<file path="config.mk">
export PLATFORM = sky130hd
export DESIGN_NAME = seg_display_ctrl
export DESIGN_NICKNAME = d
export VERILOG_FILES = /design/src/rtl/seg_display_pkg.sv /design/src/rtl/seg_display_ctrl_scan_fsm.sv /design/src/rtl/seg_display_ctrl.sv
export SDC_FILE = /design/constraint.sdc
export NUM_CORES = 1
export LEC_CHECK = 0
export CAP_MARGIN = 30
export CORE_MARGIN = 2
export CORE_UTILIZATION = 59
export CTS_CLUSTER_DIAMETER = 50
export CTS_CLUSTER_SIZE = 28
export DETAILED_ROUTE_END_ITERATION = 10
export GPL_ROUTABILITY_DRIVEN = 0
export GPL_TIMING_DRIVEN = 1
export PLACE_DENSITY = 0.85
export SYNTH_ARGS = -nofsm -noshare
export SYNTH_HDL_FRONTEND = slang
export SYNTH_SLANG_ARGS = --single-unit
</file>
<file path="constraint.sdc">
create_clock -name clk_i -period 10.2 [get_ports clk_i]
set_input_delay 2.04 -clock clk_i [delete_from_list [all_inputs] [get_ports clk_i]]
set_output_delay 2.04 -clock clk_i [all_outputs]
set_load 0.02 [all_outputs]
</file>
<file path="src/rtl/seg_display_pkg.sv">
// rtl/seg_display_pkg.sv - seven-segment codes, decode helpers and scan state type
// All codes here are active-high; output polarity is applied at the output registers.
package seg_display_pkg;

  typedef logic [7:0] seg_code_t;

  localparam seg_code_t SEGNONE  = 8'h00;
  localparam seg_code_t SEG0     = 8'h3F;
  localparam seg_code_t SEG1     = 8'h06;
  localparam seg_code_t SEG2     = 8'h5B;
  localparam seg_code_t SEG3     = 8'h4F;
  localparam seg_code_t SEG4     = 8'h66;
  localparam seg_code_t SEG5     = 8'h6D;
  localparam seg_code_t SEG6     = 8'h7D;
  localparam seg_code_t SEG7     = 8'h07;
  localparam seg_code_t SEG8     = 8'h7F;
  localparam seg_code_t SEG9     = 8'h6F;
  localparam seg_code_t SEGA     = 8'h77;
  localparam seg_code_t SEGB     = 8'h7C;
  localparam seg_code_t SEGC     = 8'h39;
  localparam seg_code_t SEGD     = 8'h5E;
  localparam seg_code_t SEGE     = 8'h79;
  localparam seg_code_t SEGF     = 8'h71;
  localparam seg_code_t SEGERROR = 8'h49;

  typedef enum logic [1:0] {
    IDLE,
    GAP,
    SHOW
  } scan_state_e;

  function automatic seg_code_t hex_to_seg(input logic [3:0] nib);
    seg_code_t code;
    case (nib)
      4'h0:    code = SEG0;
      4'h1:    code = SEG1;
      4'h2:    code = SEG2;
      4'h3:    code = SEG3;
      4'h4:    code = SEG4;
      4'h5:    code = SEG5;
      4'h6:    code = SEG6;
      4'h7:    code = SEG7;
      4'h8:    code = SEG8;
      4'h9:    code = SEG9;
      4'hA:    code = SEGA;
      4'hB:    code = SEGB;
      4'hC:    code = SEGC;
      4'hD:    code = SEGD;
      4'hE:    code = SEGE;
      default: code = SEGF;
    endcase
    return code;
  endfunction

  // Error overrides blanking; the decimal point is always honoured.
  function automatic seg_code_t digit_code(input logic [3:0] nib, input logic blank,
                                           input logic err, input logic dp);
    seg_code_t code;
    if (err)
      code = SEGERROR;
    else if (blank)
      code = SEGNONE;
    else
      code = hex_to_seg(nib);
    return code | {dp, 7'b000_0000};
  endfunction

endpackage

</file>
<file path="src/rtl/seg_display_ctrl_scan_fsm.sv">
// rtl/seg_display_ctrl_scan_fsm.sv - seg_scan_fsm: time-multiplexed digit scanner
// Walks IDLE -> GAP -> SHOW per digit; segs_i is already at output polarity.
module seg_scan_fsm
  import seg_display_pkg::*;
#(
  parameter int NUM_DIGITS     = 8,
  parameter int SCAN_DIV_W     = 16,
  parameter int GAP_CYCLES     = 4,
  parameter bit SEG_ACTIVE_LOW = 1'b1,
  parameter bit SEL_ACTIVE_LOW = 1'b1
) (
  input  logic                    clk_i,
  input  logic                    rst_i,
  input  logic                    mode_i,
  input  logic [NUM_DIGITS*8-1:0] segs_i,
  output logic [7:0]              scan_seg_o,
  output logic [NUM_DIGITS-1:0]   scan_sel_o
);

  localparam int IDX_W = (NUM_DIGITS > 1) ? $clog2(NUM_DIGITS) : 1;
  localparam int GAP_W = (GAP_CYCLES > 1) ? $clog2(GAP_CYCLES) : 1;
  localparam logic [IDX_W-1:0] IDX_LAST = IDX_W'(NUM_DIGITS - 1);
  localparam logic [GAP_W-1:0] GAP_LAST = GAP_W'(GAP_CYCLES - 1);
  localparam seg_code_t SEG_OFF = SEG_ACTIVE_LOW ? ~SEGNONE : SEGNONE;

  scan_state_e             state, state_nxt;
  logic [IDX_W-1:0]        idx, idx_nxt;
  logic [GAP_W-1:0]        gap_cnt, gap_nxt;
  logic [SCAN_DIV_W-1:0]   dwell_cnt, dwell_nxt;
  logic [NUM_DIGITS-1:0]   sel_act;

  always_ff @(posedge clk_i or posedge rst_i) begin
    if (rst_i) begin
      state     <= IDLE;
      idx       <= '0;
      gap_cnt   <= '0;
      dwell_cnt <= '0;
    end else begin
      state     <= state_nxt;
      idx       <= idx_nxt;
      gap_cnt   <= gap_nxt;
      dwell_cnt <= dwell_nxt;
    end
  end

  always_comb begin
    state_nxt = state;
    idx_nxt   = idx;
    gap_nxt   = '0;
    dwell_nxt = '0;
    if (!mode_i) begin
      state_nxt = IDLE;
      idx_nxt   = '0;
    end else begin
      case (state)
        IDLE: begin
          state_nxt = GAP;
          idx_nxt   = '0;
        end
        GAP: begin
          if (gap_cnt == GAP_LAST)
            state_nxt = SHOW;
          else
            gap_nxt = gap_cnt + GAP_W'(1);
        end
        SHOW: begin
          if (&dwell_cnt) begin
            state_nxt = GAP;
            idx_nxt   = (idx == IDX_LAST) ? '0 : idx + IDX_W'(1);
          end else begin
            dwell_nxt = dwell_cnt + SCAN_DIV_W'(1);
          end
        end
        default: state_nxt = IDLE;
      endcase
    end
  end

  // Select is decoded from registered state/idx, so it is at most one-hot.
  always_comb begin
    sel_act    = '0;
    scan_seg_o = SEG_OFF;
    if (state == SHOW) begin
      for (int k = 0; k < NUM_DIGITS; k++) begin
        if (idx == IDX_W'(k)) begin
          sel_act[k] = 1'b1;
          scan_seg_o = segs_i[8*k +: 8];
        end
      end
    end
    scan_sel_o = sel_act ^ {NUM_DIGITS{SEL_ACTIVE_LOW}};
  end

endmodule

</file>
<file path="src/rtl/seg_display_ctrl.sv">
// rtl/seg_display_ctrl.sv - seven-segment controller: refresh, decode, static and scan outputs
// Optional error_i input and SEGERROR load enabled by SEG_DISPLAY_ERROR_EN.
module seg_display_ctrl
  import seg_display_pkg::*;
#(
  parameter int NUM_DIGITS     = 8,
  parameter int REFRESH_DIV_W  = 26,
  parameter int SCAN_DIV_W     = 16,
  parameter int GAP_CYCLES     = 4,
  parameter bit SEG_ACTIVE_LOW = 1'b1,
  parameter bit SEL_ACTIVE_LOW = 1'b1
) (
  input  logic                    clk_i,
  input  logic                    rst_i,
`ifdef SEG_DISPLAY_ERROR_EN
  input  logic                    error_i,
`endif
  input  logic [4*NUM_DIGITS-1:0] value_i,
  input  logic [NUM_DIGITS-1:0]   dp_i,
  input  logic                    blank_lz_i,
  input  logic                    hold_i,
  input  logic                    mode_i,
  output logic [NUM_DIGITS*8-1:0] segs_o,
  output logic [7:0]              scan_seg_o,
  output logic [NUM_DIGITS-1:0]   scan_sel_o,
  output logic                    update_o
);

  localparam seg_code_t SEG_MASK = SEG_ACTIVE_LOW ? 8'hFF : 8'h00;

  logic [REFRESH_DIV_W-1:0] refresh_cnt;
  logic                     tick;
  logic                     err;
  logic                     leading;
  logic [NUM_DIGITS*8-1:0]  next_segs;

  assign tick = &refresh_cnt;

`ifdef SEG_DISPLAY_ERROR_EN
  assign err = error_i;
`else
  assign err = 1'b0;
`endif

  // Scan from the top digit down; blanking stops at the first non-zero nibble.
  always_comb begin
    next_segs = '0;
    leading   = blank_lz_i;
    for (int k = NUM_DIGITS - 1; k >= 0; k--) begin
      if (value_i[4*k +: 4] != 4'h0 || k == 0)
        leading = 1'b0;
      next_segs[8*k +: 8] = digit_code(value_i[4*k +: 4], leading, err, dp_i[k]);
    end
  end

  always_ff @(posedge clk_i or posedge rst_i) begin
    if (rst_i) begin
      refresh_cnt <= '0;
      segs_o      <= {NUM_DIGITS{SEGNONE ^ SEG_MASK}};
      update_o    <= 1'b0;
    end else begin
      refresh_cnt <= refresh_cnt + REFRESH_DIV_W'(1);
      update_o    <= 1'b0;
      if (tick && !hold_i) begin
        segs_o   <= next_segs ^ {NUM_DIGITS{SEG_MASK}};
        update_o <= 1'b1;
      end
    end
  end

  seg_scan_fsm #(
    .NUM_DIGITS     (NUM_DIGITS),
    .SCAN_DIV_W     (SCAN_DIV_W),
    .GAP_CYCLES     (GAP_CYCLES),
    .SEG_ACTIVE_LOW (SEG_ACTIVE_LOW),
    .SEL_ACTIVE_LOW (SEL_ACTIVE_LOW)
  ) u_scan (
    .clk_i      (clk_i),
    .rst_i      (rst_i),
    .mode_i     (mode_i),
    .segs_i     (segs_o),
    .scan_seg_o (scan_seg_o),
    .scan_sel_o (scan_sel_o)
  );

endmodule

</file>
* Word level (Yosys, flattened, before mapping)
Memories as Yosys holds them, arrays and structs flattened.
Index checks and enable logic that the tools add are counted.
** Cells by class
- Add/sub/neg operators :: 4
- Eq/ne operators :: 13
- Reduce and logical (&&, ||, !) cells :: 15
- Mux-type cells :: 47
- Bitwise operators :: 10
** Operators with widths (number)
- 2-to-1 mux 8 bit :: 17
- inverter 64 bit :: 1
- bitwise OR 8 bit :: 8
- 2-to-1 mux 16 bit :: 3
- nonzero test 4 bit :: 7
- adder 26 x 1 -> 26 bit, second input constant :: 1
- AND reduction 26 bit :: 1
- adder 16 x 1 -> 16 bit, second input constant :: 1
- 2-to-1 mux 1 bit :: 16
- AND reduction 16 bit :: 1
- equality test 3 bit, second input constant :: 4
- 2-to-1 mux 2 bit :: 6
- 2-to-1 mux 3 bit :: 3
- inverter 8 bit :: 1
- equality test 3 x 2 -> 1 bit, second input constant :: 2
- != test 3 x 2 -> 1 bit, second input constant :: 2
- one-hot mux 2 bit (3 select lines) :: 1
- one-hot mux 3 bit (2 select lines) :: 1
- equality test 2 bit, second input constant :: 2
- AND reduction 2 bit :: 2
- adder 3 x 1 -> 3 bit, second input constant :: 1
- equality test 3 x 1 -> 1 bit, second input constant :: 1
- logical NOT 3 bit :: 1
- != test 3 x 1 -> 1 bit, second input constant :: 1
- 5 further kinds :: 5
** Storage, ports and cells
- Logic and storage cells :: 104
- Bits in read-only memories :: 896
- Memories kept :: 8
- Input port bits :: 45
- Bits in registers :: 114
- Output and inout bits :: 81
** Memories
- (no name shown) :: depth 16, bits a word 7, rd ports 1, clocked after Yosys merged registers in 0, wr ports 0, RTL line seg_display_pkg.sv:34 : case (nib)
- (no name shown) :: depth 16, bits a word 7, rd ports 1, clocked after Yosys merged registers in 0, wr ports 0, RTL line seg_display_pkg.sv:34
- (no name shown) :: depth 16, bits a word 7, rd ports 1, clocked after Yosys merged registers in 0, wr ports 0, RTL line seg_display_pkg.sv:34
- (no name shown) :: depth 16, bits a word 7, rd ports 1, clocked after Yosys merged registers in 0, wr ports 0, RTL line seg_display_pkg.sv:34
- (no name shown) :: depth 16, bits a word 7, rd ports 1, clocked after Yosys merged registers in 0, wr ports 0, RTL line seg_display_pkg.sv:34
- (no name shown) :: depth 16, bits a word 7, rd ports 1, clocked after Yosys merged registers in 0, wr ports 0, RTL line seg_display_pkg.sv:34
- +2 memories

* Longest topological paths before layout
Gate-level depths: netlist of the first run.
- Depth after elaboration :: 11
- Gate-level depth with buffers :: 8
- Mapped depth without buffers :: 6

* Hierarchy
A second synthesis of the first run with hierarchy kept.
** Second synthesis, totals
- Cells, all modules :: 848
- Area total of the unflattened synthesis :: 7818.7 µm²
** By module, submodules not included
- seg_display_ctrl :: area each 5843.1 µm², sequential area each 2357.3 µm², instances 1, cells each 589
- seg_scan_fsm :: area each 1975.6 µm², sequential area each 575.6 µm², instances 1, cells each 259

* Least setup slack after synthesis of the first run
Ideal clock, no wire load.
- Path kind :: flip-flop to output port
- From :: register u_scan.idx[2]
- To :: output scan_seg_o[1]
- Data arrival time :: 2030 ps
- Stages on the path, launching flop included :: 9
- Buffers on the path :: 3
- Setup slack :: 6130 ps
- Data required time :: 8160 ps
- Path through :: dfrtp_1 > clkbuf_1 > clkbuf_1 > inv_1 > ha_1 > or2_2 > clkbuf_1 > a211oi_1 > o211ai_1
** On the way
- Cells in the longest elaborated chain, start to end :: 10
- Elaborated cells on any way between the ends :: 17
- Those cells by class :: eq/ne: 7; mux: 9; reduce/logical: 1
** Ends and longest elaborated chain
- start, declared :: RTL line seg_display_ctrl_scan_fsm.sv:27 : logic [IDX_W-1:0] idx, idx_nxt;
- start signal, assigned :: RTL line seg_display_ctrl_scan_fsm.sv:40 : idx <= idx_nxt;
- logical NOT 3 bit :: RTL line seg_display_ctrl_scan_fsm.sv:85 : if (idx == IDX_W'(k)) begin
- 2-to-1 mux 8 bit (7 in a row) :: RTL line seg_display_ctrl_scan_fsm.sv:85
- 2-to-1 mux 8 bit * :: RTL line seg_display_ctrl_scan_fsm.sv:85
- 2-to-1 mux 8 bit * :: RTL line seg_display_ctrl_scan_fsm.sv:83 : if (state == SHOW) begin
- end, declared :: RTL line seg_display_ctrl.sv:24 : output logic [7:0] scan_seg_o,
Mark *: on every way between the ends. The rest lies on a longest branch, timed or not.

* Worst setup path after layout of the first run
- From :: register u_scan.idx[0]
- To :: output scan_seg_o[3]
Same word-level chain as after synthesis.

==> results.py, run 1 <==
metrics = {
    "clocking": {
        "cts_hold_buf": 0,
        "path_clk_slew_ns": 0.05,
        "post-cts-setup-buffer-count": 0,
        "clock_sinks": 114,
        "cts_tree": "yes",
        "ctsResizeCount": 0,
        "clk_latency_ns": 0.42,
        "cts_max_path_buffers": 2,
        "htreeDepth": 4,
        "cts_buffers": 17,
        "cts_root_buf": "clkbuf_16",
    },
    "synthesis": {
        "syn-cell-area_sq_um": 7830,
        "async_flop_share_pct": 100,
        "synth_compound_area_share_pct": 13.8,
        "synth_seq_cells": 114,
        "synthSimpleGateAreaFrac_pct": 19.1,
        "synthFlopType": "dfstp_2",
        "synth.distinct_cells": 59,
        "syn_avg_cell_area_sq_um": 9.68,
        "synthAdderAreaFrac_pct": 8.47,
        "syn_inst": 809,
        "synth_fp_nets": 907,
        "yosys_warnings": 0,
        "synth-edff-count": 0,
        "synthXorXnorAreaFrac_pct": 4.14,
        "seq_area_frac_synth_pct": 37.4,
        "synthMuxAreaShare_pct": 11.7,
        "synth_top_family_by_area": "simple AND/OR/NAND/NOR gates",
    },
    "pwr": {
        "peakVddDrop_v": 0.000119,
        "power_density_nw_per_um2": 119,
        "power_leakage_nw": 4.11,
    },
    "setup_path": {
        "start_kind": "register",
        "cp-end-kind": "primary output",
        "path_max_fanout": 27,
        "r2r_start": "refresh_cnt[11]",
        "worstRegToRegCells": 5,
        "reg2reg_to": "segs_o[49]",
        "cp.required_ns": 8.16,
        "crit_type": "register to primary output",
        "rrSetupSlack_ns": 6.99,
        "arrival_ns": 3.27,
    },
    "sta": {
        "fin_skew_ns": 0.0116,
        "period_share_pct": 52.0,
        "setup_viol": 0,
        "rsz0062_at_grt": "false",
        "hold_viol": 0,
        "finalMaxSlewViolations": 0,
        "fmax_mhz": 188,
        "fin_crit_ns": 5.31,
        "tns_ns": 0,
        "slew_headroom_pct": 43.5,
        "worst_pin_slew_ns": 0.836,
    },
    "layout": {
        "finalNonFillerCells": 1097,
        "fin_util_pct": 74.4,
        "seqCellArea_sq_um": 2930,
        "drive_gt1_share_pct": 17.5,
        "area_growth_pct": 24.3,
        "mostFrequentLayoutCells": "clkdlybuf4s50_1 (125), dfstp_2 (64), inv_1 (58)",
        "fin_nets": 1006,
        "multi_input_area_sq_um": 4480,
        "fillers": 907,
        "num_antenna_cells": 0,
        "final_common_cell": "clkdlybuf4s50_1",
    },
    "floorplanning": {
        "dieWidth_um": 119,
        "boundaryPins": 126,
        "die-area_sq_um": 14200,
        "coreArea_sq_um": 13100,
        "die_y_um": 119,
        "rows": 42,
        "start_util_pct": 59.9,
    },
    "placed_design": {
        "hpwl_mm": 14.2,
        "io_buffers": 125,
        "dp.cells": 1065,
    },
    "routing": {
        "drc_errors": 0,
        "ant_nets": 0,
        "drt_wl_total_mm": 19.8,
        "drt-initial-drc-count": 564,
        "via_per_inst": 6.05,
        "vias": 6634,
        "wl_per_cell_um": 18.1,
        "drt_pass1_iterations": 5,
    },
    "grt": {
        "antenna_found_initial": 0,
        "grt_pass1_vias": 6284,
        "track_usage_pct": 28.7,
        "grt-ovfl-total": 0,
        "grt_max_degree": 68,
        "grt_pass1_wl_mm": 32.3,
    },
    "status": {
        "outcome": "finished clean",
    },
    "hold_path": {
        "whs_path_depth": 1,
        "hold_path.class": "register to register",
        "hold_end": "u_scan.gap_cnt[0]",
        "hold_path_startpoint": "u_scan.gap_cnt[0]",
    },
    "flow_run": {
        "max_cap_viol_count": 0,
    },
}
## layer usage
layer / track usage [%] / share of wire [%] / vias up
met2: 43.7 / 46 / 223
met3: 6.18 / 6.1 / 36
met4: 9.82 / 2.3 / 0
li1: - / - / 3125
met1: 40.5 / 45 / 3250
met5: 0 / 0 / -
## power breakdown
group	total (mW)	switching (mW)	internal, mW
Clock	0.602	0.207	0.395
Sequential	0.456	0.000931	0.455
Combinational	0.104	0.0566	0.0471
## layout make-up
class,instances,area share [%]
clock buffer,22,4.77
clock inverter,10,1.37
inverter,59,2.30
multi-input combinational,587,46.0
sequential,114,30.1
tap,176,2.26
timing repair buffer,129,13.2
## critical path, stage by stage, from the launching register on
cell and delay, ns:
dfrtp_1 0.43, inv_1 0.11, ha_1 0.70, nand2_1 0.12
nor2_1 0.44, a221oi_1 0.17, o211ai_1 0.21, clkdlybuf4s50_1 0.66
## cells in the mapped netlist (11+ instances only)
library cell	instances	area share, %
mux2i_1	21	2.7
o21ai_0	27	1.7
nor2b_1	32	2.6
dfrtp_1	50	16
clkbuf_1	35	1.7
a31oi_1	11	0.88
o211ai_1	21	2.0
nand2b_1	21	1.7
nor2_1	46	2.2
mux2_2	49	7.0
xnor2_1	27	3.0
a211oi_1	11	1.1
dfstp_2	64	21
ha_1	53	8.5
nand2_1	48	2.3
nand4_1	14	1.1
a221oi_1	17	1.9
a21oi_1	12	0.77
nand3b_1	15	1.4
nand3_1	33	2.1
inv_1	59	2.8
## per-stage QoR
stage	setup WS, ns	total power [mW]	cell area, sq um	hold WS (ns)
2_1_floorplan	5.25	0.526	7830	0.415
3_3_place_gp	5.50	0.562	9140	0.430
3_5_place_dp	5.41	0.565	9140	0.445
4_1_cts	4.96	1.17	9740	0.451
5_1_grt	4.73	1.20	9740	0.479
6_report	4.89	1.16	9740	0.449
## flip-flops by register name, summed over array words and instances, names as in the netlist
signal and cells:
refresh_cnt 26, segs_o 64, u_scan.dwell_cnt 16, u_scan.gap_cnt 2, u_scan.idx 3, u_scan.state 2, update_o 1
## how the worst max path moves through the flow
stage / start / end / cells after the start
2_1_floorplan: rst_i / refresh_cnt[0] / 1
3_3_place_gp: u_scan.idx[0] / scan_seg_o[3] / 7
3_5_place_dp: u_scan.idx[0] / scan_seg_o[3] / 7
4_1_cts: u_scan.idx[0] / scan_seg_o[3] / 7
5_1_grt: u_scan.idx[0] / scan_seg_o[6] / 7
6_report: u_scan.idx[0] / scan_seg_o[3] / 7
## kinds of logic (layout without fill, tap and decap cells)
logic type      Yosys count  count (layout)
mux                      79              79
buf+inv                 108             220
compound gates          150             150
flops                   114             114
xor+xnor                 37              37
simple gates            268             268
fa+ha+maj                53              53
Power figures use the tool's default switching activity.
==> run 2, diff against run 1 <==
--- a/config.mk
+++ b/config.mk
@@ -7,13 +7,13 @@
 export LEC_CHECK = 0
 export CAP_MARGIN = 30
 export CORE_MARGIN = 2
-export CORE_UTILIZATION = 59
+export CORE_UTILIZATION = 55
 export CTS_CLUSTER_DIAMETER = 50
 export CTS_CLUSTER_SIZE = 28
 export DETAILED_ROUTE_END_ITERATION = 10
 export GPL_ROUTABILITY_DRIVEN = 0
 export GPL_TIMING_DRIVEN = 1
-export PLACE_DENSITY = 0.85
+export PLACE_DENSITY = 0.8
 export SYNTH_ARGS = -nofsm -noshare
 export SYNTH_HDL_FRONTEND = slang
 export SYNTH_SLANG_ARGS = --single-unit
==> constraint.sdc (replaced) <==
create_clock -name clk_i -period 5.2 [get_ports clk_i]
set_input_delay 1.04 -clock clk_i [delete_from_list [all_inputs] [get_ports clk_i]]
set_output_delay 1.04 -clock clk_i [all_outputs]
set_load 0.02 [all_outputs]
==> run 2 against run 1 <==
Against the previous run:
- core utilization shrank 4.3 points
- critical endpoint unchanged
- first-iteration DRC count rose by 13%
- non-clock buffer count is 2 higher
- clock power increased by 88%
==> results.py, run 2 (same netlist as run 1, synthesis figures left out) <==
metrics = {
    "sta": {
        "fin_crit_ns": 4.21,
        "finalMaxSlewViolations": 0,
        "hold_viol": 0,
        "fmax_mhz": 238,
        "slew_headroom_pct": 36.6,
        "period_share_pct": 80.9,
        "worst_pin_slew_ns": 0.949,
        "rsz0062_at_grt": "false",
        "tns_ns": 0,
        "fin_skew_ns": 0.00749,
        "setup_viol": 0,
    },
    "layout": {
        "largestRegisters": "segs_o (64), refresh_cnt (26), u_scan.dwell_cnt (16)",
        "postLayoutCellArea_sq_um": 9740,
        "final_common_cell": "clkdlybuf4s50_1",
        "seqCellArea_sq_um": 2930,
        "mostFrequentLayoutCells": "clkdlybuf4s50_1 (125), dfstp_2 (64), inv_1 (58)",
        "regMostFlops": "segs_o",
        "finalNonFillerCells": 1103,
        "drive_gt1_share_pct": 17.7,
        "largest_register_ffs": 64,
        "fin_nets": 1008,
        "multi_input_area_sq_um": 4480,
        "num_antenna_cells": 0,
        "area_growth_pct": 24.3,
        "fillers": 1085,
    },
    "grt": {
        "grt_pass1_wl_mm": 31.9,
        "grt_max_degree": 56,
        "track_usage_pct": 27.4,
        "grt-ovfl-total": 0,
        "grt_pass1_vias": 6278,
        "antenna_found_initial": 0,
    },
    "pwr": {
        "total_power_mw": 2.23,
        "power_leakage_nw": 4.10,
        "peakVddDrop_v": 0.000240,
        "power_density_nw_per_um2": 229,
    },
    "floorplanning": {
        "start_util_pct": 56.4,
        "rows": 43,
        "coreArea_sq_um": 13900,
        "die_y_um": 123,
        "boundaryPins": 126,
        "die-area_sq_um": 15200,
        "dieWidth_um": 123,
    },
    "routing": {
        "via_per_inst": 5.90,
        "drt-initial-drc-count": 640,
        "drt_wl_total_mm": 20.2,
        "drc_errors": 0,
        "dr_wl_met3_mm": 1.27,
        "wl_per_cell_um": 18.3,
        "wl_met2_mm": 9.33,
        "vias": 6504,
        "drt_pass1_iterations": 5,
        "m1WireLength_mm": 8.97,
        "top_layer_used": "met4",
        "ant_nets": 0,
    },
    "setup_path": {
        "path_cells": "inv_1, ha_1, nand2_1, nor2_1, a221oi_1, o211ai_1, clkdlybuf4s50_1",
        "rrSetupSlack_ns": 2.07,
        "cpMaxStageDelayCell": "ha_1",
        "arrival_ns": 3.17,
        "cp-end-kind": "primary output",
        "cp_num_buf_inv": 2,
        "crit_type": "register to primary output",
        "start_kind": "register",
        "crit_family": "buffers and inverters",
        "critPathMaxStageDelay_ns": 0.68,
        "cp.required_ns": 4.16,
        "path_max_fanout": 27,
    },
    "clocking": {
        "cts_tree": "yes",
        "clk_latency_ns": 0.42,
        "ctsResizeCount": 0,
        "cts_root_buf": "clkbuf_16",
        "cts_buffers": 17,
        "clock_sinks": 114,
        "path_clk_slew_ns": 0.05,
        "cts_max_path_buffers": 2,
        "htreeDepth": 4,
        "cts_hold_buf": 0,
        "post-cts-setup-buffer-count": 0,
    },
    "placed_design": {
        "io_buffers": 125,
        "hpwl_mm": 14.6,
        "placed_area_sq_um": 9160,
        "dp.cells": 1071,
    },
    "flow_run": {
        "max_cap_viol_count": 0,
    },
    "status": {
        "outcome": "finished clean",
    },
    "hold_path": {
        "hold_path.class": "register to register",
    },
}
run 2: changes by cell type in the layout (fill, tap and decap cells not counted), sizes merged:
| cell | before | now |
|---|---|---|
| bufinv | 3 | 2 |
| clkinvlp | 2 | 4 |
| clkinv | 5 | 4 |
| buf | 4 | 6 |
run 2: per-layer routing:
metal	vias to the layer above	GRT usage [%]
met5	-	0
met4	0	12.0
met3	46	5.77
met2	241	42.0
met1	3094	37.6
li1	3123	-
run 2: report_power, final:
group          switching [mW]  internal (mW)  total, mW
Sequential            0.00178          0.892      0.894
Clock                   0.406          0.725       1.13
Combinational           0.113         0.0932      0.207
Total                   0.521           1.71       2.23
run 2: final timing paths:
check	start	endpoint	cells past startpoint
max in group asynchronous	rst_i	segs_o[28]	3
worst min-delay path	u_scan.gap_cnt[0]	u_scan.gap_cnt[0]	1
worst max-delay path	u_scan.idx[0]	scan_seg_o[3]	7
worst min register to register	u_scan.gap_cnt[0]	u_scan.gap_cnt[0]	1
worst max register to register	refresh_cnt[11]	segs_o[33]	5
min in group asynchronous	rst_i	u_scan.dwell_cnt[10]	2
run 2: through the flow:
| step | utilization, % | setup WS, ns | hold WS, ns |
|---|---|---|---|
| detailed placement | 66.0 | 1.42 | 0.432 |
| CTS | 70.1 | 0.984 | 0.445 |
| finish | 70.1 | 0.992 | 0.444 |
| global route | 70.1 | 0.715 | 0.474 |
| floorplan | - | 1.25 | 0.415 |
| global placement | 66.0 | 1.48 | 0.431 |
run 2: area by class of cell:
class	count	share of cell area [%]
clock buffer	22	4.77
clock inverter	10	1.13
inverter	59	2.30
multi-input combinational	587	46.0
sequential	114	30.1
tap	180	2.31
timing repair buffer	131	13.3
